## config.mk

```make
export PLATFORM = sky130hd
export DESIGN_NAME = ram_arbiter
export DESIGN_NICKNAME = d
export VERILOG_FILES = /design/src/rtl/ram_arb_pkg.sv /design/src/rtl/ram_clear_seq.sv /design/src/rtl/ram_arbiter.sv
export SDC_FILE = /design/constraint.sdc
export NUM_CORES = 1
export LEC_CHECK = 0
export CAP_MARGIN = 15
export CORE_MARGIN = 4
export CORE_UTILIZATION = 35
export CTS_BUF_LIST = sky130_fd_sc_hd__clkbuf_16
export DETAILED_ROUTE_END_ITERATION = 8
export GPL_TIMING_DRIVEN = 0
export PLACE_DENSITY_LB_ADDON = 0.25
export SETUP_SLACK_MARGIN = 0.5
export SLEW_MARGIN = 0
export SYNTH_ARGS = -nofsm -noshare
export SYNTH_HDL_FRONTEND = slang
export SYNTH_SLANG_ARGS = --single-unit
```

## constraint.sdc

```tcl
create_clock -name clk -period 2 [get_ports clk]
set_clock_uncertainty 0.15 [all_clocks]
set_input_delay 0.2 -clock clk [delete_from_list [all_inputs] [get_ports clk]]
set_output_delay 0.2 -clock clk [all_outputs]
set_load 0.1 [all_outputs]
```

## src/rtl/ram_arb_pkg.sv

```systemverilog
// Shared constants and types for the RIOT RAM arbiter.
package ram_arb_pkg;

    localparam int unsigned RAM_AW    = 6;
    localparam int unsigned RAM_DW    = 8;
    localparam int unsigned RAM_DEPTH = 64;

    typedef enum logic [1:0] {
        H_IDLE   = 2'd0,
        H_ISSUED = 2'd1,
        H_ACK    = 2'd2
    } host_state_t;

    typedef enum logic [1:0] {
        SRC_CPU  = 2'd0,
        SRC_HOST = 2'd1,
        SRC_CLR  = 2'd2
    } src_t;

    // Access issued in one cycle, completed from this record in the next.
    typedef struct packed {
        logic              valid;
        logic              we;
        src_t              src;
        logic [RAM_DW-1:0] wdata;
    } issue_t;

endpackage

```

## src/rtl/ram_clear_seq.sv

```systemverilog
// Post-reset address walker: steps through every RAM address once.
module ram_clear_seq
    import ram_arb_pkg::*;
(
    input  logic              clk,
    input  logic              rst,
    input  logic              advance,
    output logic [RAM_AW-1:0] addr,
    output logic              active,
    output logic              done
);

    // Counter advances only when its address was actually issued.
    always_ff @(posedge clk) begin
        if (rst) begin
            addr   <= '0;
            active <= 1'b1;
            done   <= 1'b0;
        end else if (advance && active) begin
            addr <= RAM_AW'(addr + 1'b1);
            if (addr == RAM_AW'(RAM_DEPTH - 1)) begin
                active <= 1'b0;
                done   <= 1'b1;
            end
        end
    end

endmodule

```

## src/rtl/ram_arbiter.sv

```systemverilog
// Arbiter/sequencer for the 64x8 RIOT RAM: CPU > clear > host.
// Optional post-reset zero fill enabled by defining RAM_ARB_CLEAR_EN.
module ram_arbiter
    import ram_arb_pkg::*;
(
    input  logic              clk,
    input  logic              rst,
    input  logic              cpu_sel,
    input  logic              cpu_rw,
    input  logic [RAM_AW-1:0] cpu_addr,
    input  logic [RAM_DW-1:0] cpu_wdata,
    output logic [RAM_DW-1:0] cpu_rdata,
    output logic              cpu_rvalid,
    input  logic              host_req,
    input  logic              host_we,
    input  logic [RAM_AW-1:0] host_addr,
    input  logic [RAM_DW-1:0] host_wdata,
    output logic              host_ack,
    output logic [RAM_DW-1:0] host_rdata,
    output logic              ram_en,
    output logic              ram_we_n,
    output logic [RAM_AW-1:0] ram_a,
    output logic [RAM_DW-1:0] ram_di,
    input  logic [RAM_DW-1:0] ram_do,
    input  logic              ram_oe,
    output logic              busy
);

    host_state_t       h_state, h_next;
    logic              host_ack_nxt;
    logic              host_grant_c;
    issue_t            issue_c, pend;
    logic [RAM_AW-1:0] issue_addr;
    logic              clr_active;
    logic [RAM_AW-1:0] clr_addr;
    logic              busy_q;

`ifdef RAM_ARB_CLEAR_EN
    logic clr_advance;
    logic clr_done;

    assign clr_advance = clr_active & ~cpu_sel & ~rst;

    ram_clear_seq u_clear (
        .clk     (clk),
        .rst     (rst),
        .advance (clr_advance),
        .addr    (clr_addr),
        .active  (clr_active),
        .done    (clr_done)
    );

    // busy trails the walker by one cycle so it covers the last commit.
    always_ff @(posedge clk) begin
        if (rst) busy_q <= 1'b1;
        else     busy_q <= ~clr_done;
    end
`else
    assign clr_active = 1'b0;
    assign clr_addr   = '0;
    assign busy_q     = 1'b0;
`endif

    assign busy = busy_q;

    // Pick this cycle's winner and build its issue record.
    always_comb begin
        issue_c      = '0;
        issue_addr   = '0;
        host_grant_c = 1'b0;
        if (!rst) begin
            if (cpu_sel) begin
                issue_c.valid = 1'b1;
                issue_c.we    = ~cpu_rw;
                issue_c.src   = SRC_CPU;
                issue_c.wdata = cpu_rw ? '0 : cpu_wdata;
                issue_addr    = cpu_addr;
            end else if (clr_active) begin
                issue_c.valid = 1'b1;
                issue_c.we    = 1'b1;
                issue_c.src   = SRC_CLR;
                issue_addr    = clr_addr;
            end else if (h_state == H_IDLE && host_req && !busy_q) begin
                issue_c.valid = 1'b1;
                issue_c.we    = host_we;
                issue_c.src   = SRC_HOST;
                issue_c.wdata = host_we ? host_wdata : '0;
                issue_addr    = host_addr;
                host_grant_c  = 1'b1;
            end
        end
    end

    // RAM pins: address from the issuing access, strobe/data from the completing one.
    assign ram_en   = ~rst & (issue_c.valid | pend.valid);
    assign ram_we_n = ~(~rst & pend.valid & pend.we);
    assign ram_a    = issue_addr;
    assign ram_di   = rst ? '0 : pend.wdata;

    // Complete-phase register and read-data capture.
    always_ff @(posedge clk) begin
        if (rst) begin
            pend       <= '0;
            cpu_rdata  <= '0;
            cpu_rvalid <= 1'b0;
            host_rdata <= '0;
        end else begin
            pend       <= issue_c;
            cpu_rvalid <= pend.valid & ~pend.we & (pend.src == SRC_CPU);
            if (pend.valid && !pend.we && pend.src == SRC_CPU && ram_oe)
                cpu_rdata <= ram_do;
            if (pend.valid && !pend.we && pend.src == SRC_HOST && ram_oe)
                host_rdata <= ram_do;
        end
    end

    // Host FSM state and registered ack.
    always_ff @(posedge clk) begin
        if (rst) begin
            h_state  <= H_IDLE;
            host_ack <= 1'b0;
        end else begin
            h_state  <= h_next;
            host_ack <= host_ack_nxt;
        end
    end

    // Host FSM next state: grant, wait for completion, ack.
    always_comb begin
        h_next       = h_state;
        host_ack_nxt = 1'b0;
        case (h_state)
            H_IDLE:   if (host_grant_c) h_next = H_ISSUED;
            H_ISSUED: begin
                h_next       = H_ACK;
                host_ack_nxt = 1'b1;
            end
            H_ACK:    h_next = H_IDLE;
            default:  h_next = H_IDLE;
        endcase
    end

endmodule

```

### Word level (Yosys, flattened, before mapping)

Cells that the tools add are included.

| storage, ports and cells | value |
|---|---|
| register bits | 32 |

| operators by class | value |
|---|---|
| equal/unequal tests | 3 |
| muxes and demuxes | 15 |
| bitwise gates (word level) | 10 |
| reduce and logical (&&, ||, !) cells | 10 |

Operator list:

| cell | number |
|---|---|
| 12-bit 2-to-1 mux | 3 |
| 8-bit 2-to-1 mux | 3 |
| 6-bit 2-to-1 mux | 3 |
| 1-bit logical AND | 6 |
| 1-bit bitwise AND | 5 |
| 2-bit by 1-bit == test with 1-bit output (second input constant) | 2 |
| 2-bit zero test | 2 |
| 1-bit 2-to-1 mux | 4 |
| 1-bit NOT | 4 |
| 2-bit case mux with 2 select lines | 1 |
| 2-bit 2-to-1 mux | 1 |
| 2-bit != test (second input constant) | 1 |
| 2-bit OR reduction | 1 |
| 1-bit zero test | 1 |
| 1-bit OR | 1 |

### Longest topological paths before layout

| depth | value |
|---|---|
| depth in word-level cells | 7 |
| mapped depth | 4 |
| depth with buffers taken out | 2 |

### Worst setup path after synthesis

OpenSTA, ideal clock, no wires.

| timing path | value |
|---|---|
| path type | flip-flop to output port |
| from | reg h_state[0] |
| to | out ram_en |
| data arrival time | 2.223 ns |
| data required time | 1.650 ns |
| slack | -0.573 ns |
| cell stages (with the launch flop) | 3 |
| buffers on the path | 0 |
| cell sequence | dfxtp_1 > or3b_1 > a21oi_1 |

| on the way | value |
|---|---|
| word-level cells in the longest chain between the ends | 7 |

Ends and longest elaborated chain:

| element | RTL line | text |
|---|---|---|
| start: declaration | ram_arbiter.sv:29 | `host_state_t h_state, h_next;` |
| start signal: assignment | ram_arbiter.sv:123 | `h_state <= h_next;` |
| 2-bit zero test | ram_arbiter.sv:83 | `end else if (h_state == H_IDLE && host_req && !busy_q) begin` |
| 1-bit logical AND | ram_arbiter.sv:83 |  |
| 12-bit 2-to-1 mux | ram_arbiter.sv:83 |  |
| 12-bit 2-to-1 mux | ram_arbiter.sv:72 | `if (cpu_sel) begin` |
| 12-bit 2-to-1 mux | ram_arbiter.sv:71 | `if (!rst) begin` |
| 1-bit OR | ram_arbiter.sv:95 | `assign ram_en = ~rst & (issue_c.valid \| pend.valid);` |
| 1-bit bitwise AND | ram_arbiter.sv:95 |  |
| end: declaration | ram_arbiter.sv:20 | `output logic ram_en,` |

No other way between the ends.

### Worst setup path after layout

| timing path | value |
|---|---|
| from | reg h_state[0] |
| to | out ram_a[0] |

| on the way | value |
|---|---|
| word-level cells in the longest chain between the ends | 5 |

Ends and longest elaborated chain:

| element | RTL line | text |
|---|---|---|
| 2-bit zero test | ram_arbiter.sv:83 |  |
| 1-bit logical AND | ram_arbiter.sv:83 |  |
| 6-bit 2-to-1 mux | ram_arbiter.sv:83 |  |
| 6-bit 2-to-1 mux | ram_arbiter.sv:72 |  |
| 6-bit 2-to-1 mux | ram_arbiter.sv:71 |  |
| end: declaration | ram_arbiter.sv:22 | `output logic [RAM_AW-1:0] ram_a,` |

No other way between the ends.

==> impl_metrics.csv <==
group,metric,value,unit
min_path,hold_class,"in2reg",
timing,rsz0062_at_grt,"yes",
flow_run,cap_violations,0,
critical_path,crit_path_start_kind,"register",
critical_path,crit_required,1.65,ns
cells_and_area,syn2layout_area_growth,80.2,%
placement,place_congestion,0.720,
min_path,hold_path_startpoint,"rst",
power_and_ir_drop,vdd_drop_max,0.000354,V
timing,finalHoldViolCount,0,
critical_path,cp_slowest_cell,"dfxtp_2",
grt,gr-total-overflow,0,
grt,grt_max_degree,11,
die,dieArea,0.00503,mm²
grt,grt_pass1_wl,6490,µm
critical_path,path_cells,"nor3b_4, buf_4, a32o_4, buf_12",
timing,period_share,0.917,
drt,antenna_left,0,
die,core_region_area,0.00374,mm²
synthesis,avgSynthCellArea,10.7,µm²
critical_path,cp_top_family,"buffers and inverters",
synthesis,synth_seq_area_share,0.448,
power_and_ir_drop,swShare,0.290,
timing,slew_viol_final,0,
power_and_ir_drop,p_switching,0.526,mW
drt,detail_route.iter0.violations,44,
cts,clk_path_buf_depth,2,
drt,wl,3900,µm
cells_and_area,fill_cells,298,
die,io_pins,78,
power_and_ir_drop,power_density,725,mW/mm²
synthesis,synth_nets,173,
grt,grt_pass1_vias,1383,
critical_path,crit_fanout,4,
synthesis,netlist.area_leader.share,0.448,
cells_and_area,layout_common_cells,"39 x clkdlybuf4s50_1, 29 x dfxtp_1, 24 x nand2b_1",
cells_and_area,nets,263,
critical_path,reg2reg_from,"h_state[0]",
critical_path,critPathKind,"reg2out",
synthesis,synth.distinct_cells,24,
synthesis,synth_area_leaders,"dfxtp_1 45%, mux2i_1 12%, nand2b_1 11%, a32o_1 10%, nor2b_1 4.1%",
cts,tritoncts,"yes",
timing,layout_min_cycle_time,1.83,ns
cts,clock_sinks,31,
cells_and_area,insertedDiodeCount,0,
die,start_util,0.370,
run_status,status,"finished, final reports clean",
power_and_ir_drop,pwr-share-comb,0.263,
cts,clk_latency,0.27,ns
placement,io_buffers,75,
drt,wl_per_cell,14.5,µm
critical_path,critPathCaptureType,"output pin",
drt,vias,1301,
min_path,worstHoldEndpoint,"h_state[1]",
placement,dpl-instance-area,0.00233,mm²
grt,grt_antenna_before_repair,0,
cts,cts_made_buffers,5,
critical_path,cp_num_buf_inv,2,
die,die_y,70.9,µm
die,die_x,70.9,µm
power_and_ir_drop,finalPower,1.81,mW
cts,cts_hold_buf,0,
synthesis,synthCells,130,
drt,dr.pass1.iters,4,
cells_and_area,drive_gt1_frac,0.359,
critical_path,reg2regPathDepth,5,
cells_and_area,final_common_cell,"clkdlybuf4s50_1",
cts,clk_pin_slew,0.05,ns
grt,grt_usage,0.165,
die,rows,22,
synthesis,synth_warnings,0,
power_and_ir_drop,internal_power,1.28,mW
timing,max_freq,0.545,GHz
drt,drc_errors,0,
critical_path,max_stage_delay,0.34,ns
critical_path,crit_arrival,1.48,ns
power_and_ir_drop,p_leak,1.06,nW
timing,setup_viol,0,
min_path,hold_depth,3,
cells_and_area,final_area,0.00250,mm²
timing,maxSlewHeadroom,0.660,
power_and_ir_drop,p_seq_frac,0.360,
synthesis,synth_area,0.00139,mm²
timing,worst_pin_slew,0.516,ns
synthesis,yosys_register_bits,31,
placement,dp_hpwl,2870,µm
critical_path,worst_r2r_endpoint,"pend[5]",
drt,via_per_inst,4.85,
power_and_ir_drop,clockPowerShare,0.377,
synthesis,synth_top_area_cell,"dfxtp_1",
critical_path,worst-r2r-setup-slack,0.59,ns
cts,cts_max_level,2,
cts,clock-root-buffer,"clkbuf_16",
-- worst max path at each step --
| stage | from | cells past startpoint | to | slack, ns |
|---|---|---|---|---|
| 2_1_floorplan | rst | 3 | ram_di[0] | 0.28 |
| 3_3_place_gp | cpu_sel | 4 | ram_a[4] | -1.07 |
| 3_5_place_dp | cpu_sel | 4 | ram_a[0] | -1.11 |
| 4_1_cts | h_state[0] | 4 | ram_a[0] | 0.18 |
| 5_1_grt | h_state[0] | 4 | ram_a[0] | 0.10 |
| 6_report | h_state[0] | 4 | ram_a[0] | 0.17 |
-- power by group through the flow --
| stage | clock network, mW | registers (mW) | logic (mW) |
|---|---|---|---|
| floorplan | 0 | 0.734 | 0.223 |
| global placement | 0 | 0.663 | 0.438 |
| CTS | 0.708 | 0.651 | 0.475 |
| global route | 0.730 | 0.653 | 0.499 |
| finish | 0.682 | 0.651 | 0.477 |
| detailed placement | 0 | 0.664 | 0.443 |
-- synth_stat cells --
| cell | number |
|---|---|
| nand2b_1 | 24 |
| nor2_2 | 1 |
| nor2_1 | 1 |
| clkbuf_1 | 3 |
| mux2i_1 | 16 |
| nor3b_1 | 2 |
| nor2b_1 | 9 |
| buf_6 | 2 |
| nor4b_1 | 1 |
| nand4b_1 | 1 |
| and2_1 | 8 |
| buf_4 | 2 |
| inv_1 | 1 |
| nand3b_1 | 1 |
| and4bb_2 | 1 |
| a21oi_1 | 2 |
| a32o_1 | 14 |
| a31o_1 | 1 |
| buf_2 | 3 |
| conb_1 | 1 |
| nor3_1 | 2 |
| dfxtp_1 | 31 |
| or3b_1 | 1 |
| nor3b_4 | 2 |
-- cell type report --
| cell class | instances | area [µm²] | share of cell area |
|---|---|---|---|
| multi-input cells | 88 | 822 | 0.329 |
| plain buffers | 10 | 85.1 | 0.0341 |
| flip-flops and latches | 31 | 626 | 0.250 |
| clock buffers | 5 | 125 | 0.0501 |
| inverters | 1 | 3.75 | 0.00150 |
| well taps | 48 | 60.1 | 0.0240 |
| repair buffers | 83 | 768 | 0.307 |
| clock inverters | 2 | 8.76 | 0.00351 |
-- through the flow --
step           setup WS (ns)  utilization  setup TNS [ns]  hold slack, ns  instances
2_1_floorplan          0.278            -               0           0.129        130
3_3_place_gp           -1.07        0.622           -8.71           0.274        253
3_5_place_dp           -1.11        0.622           -9.02           0.300        253
4_1_cts                0.177        0.671               0           0.135        267
5_1_grt                0.103        0.667               0           0.153        268
6_report               0.166        0.667               0           0.138        268
-- sequential cells by signal, summed over array words and instances, names as in the netlist --
| name | cells |
|---|---|
| cpu_rvalid | 1 |
| cpu_rdata | 8 |
| h_state | 2 |
| host_rdata | 8 |
| host_ack | 1 |
| pend | 11 |
-- logic make-up (layout without fill, tap and decap cells) --
family                 Yosys count  count (layout)  share of synthesized area
and+or+nand+nor                 54              54                      0.271
DFF                             31              31                      0.448
AOI/OAI and AO/OA               17              17                      0.115
muxes                           16              16                      0.116
buffers and inverters           11             101                     0.0487
other                            1               1                    0.00270
-- layer usage --
layer,GRT usage,share of wire,vias up
met4,0.0877,0.018,0
met3,0.0795,0.12,6
met5,0,0,-
met2,0.270,0.47,74
li1,-,-,635
met1,0.176,0.39,586
-- worst register-to-register path, delay by kind of cell, from the launching register on --
| kind | cells | cell delay (ns) |
|---|---|---|
| flops | 1 | 0.34 |
| simple gates | 1 | 0.30 |
| compound gates | 1 | 0.17 |
| buf+inv | 3 | 0.39 |
-- what timing repair did --
action / in CTS / in global routing
endpoints found under the hold margin: 0 / 0
endpoints found under the setup margin: 34 / 24
pin swaps: 5 / 1
gates resized for setup: 196 / 18
setup buffers: 7 / 1
(Power assumes the default switching activity.)
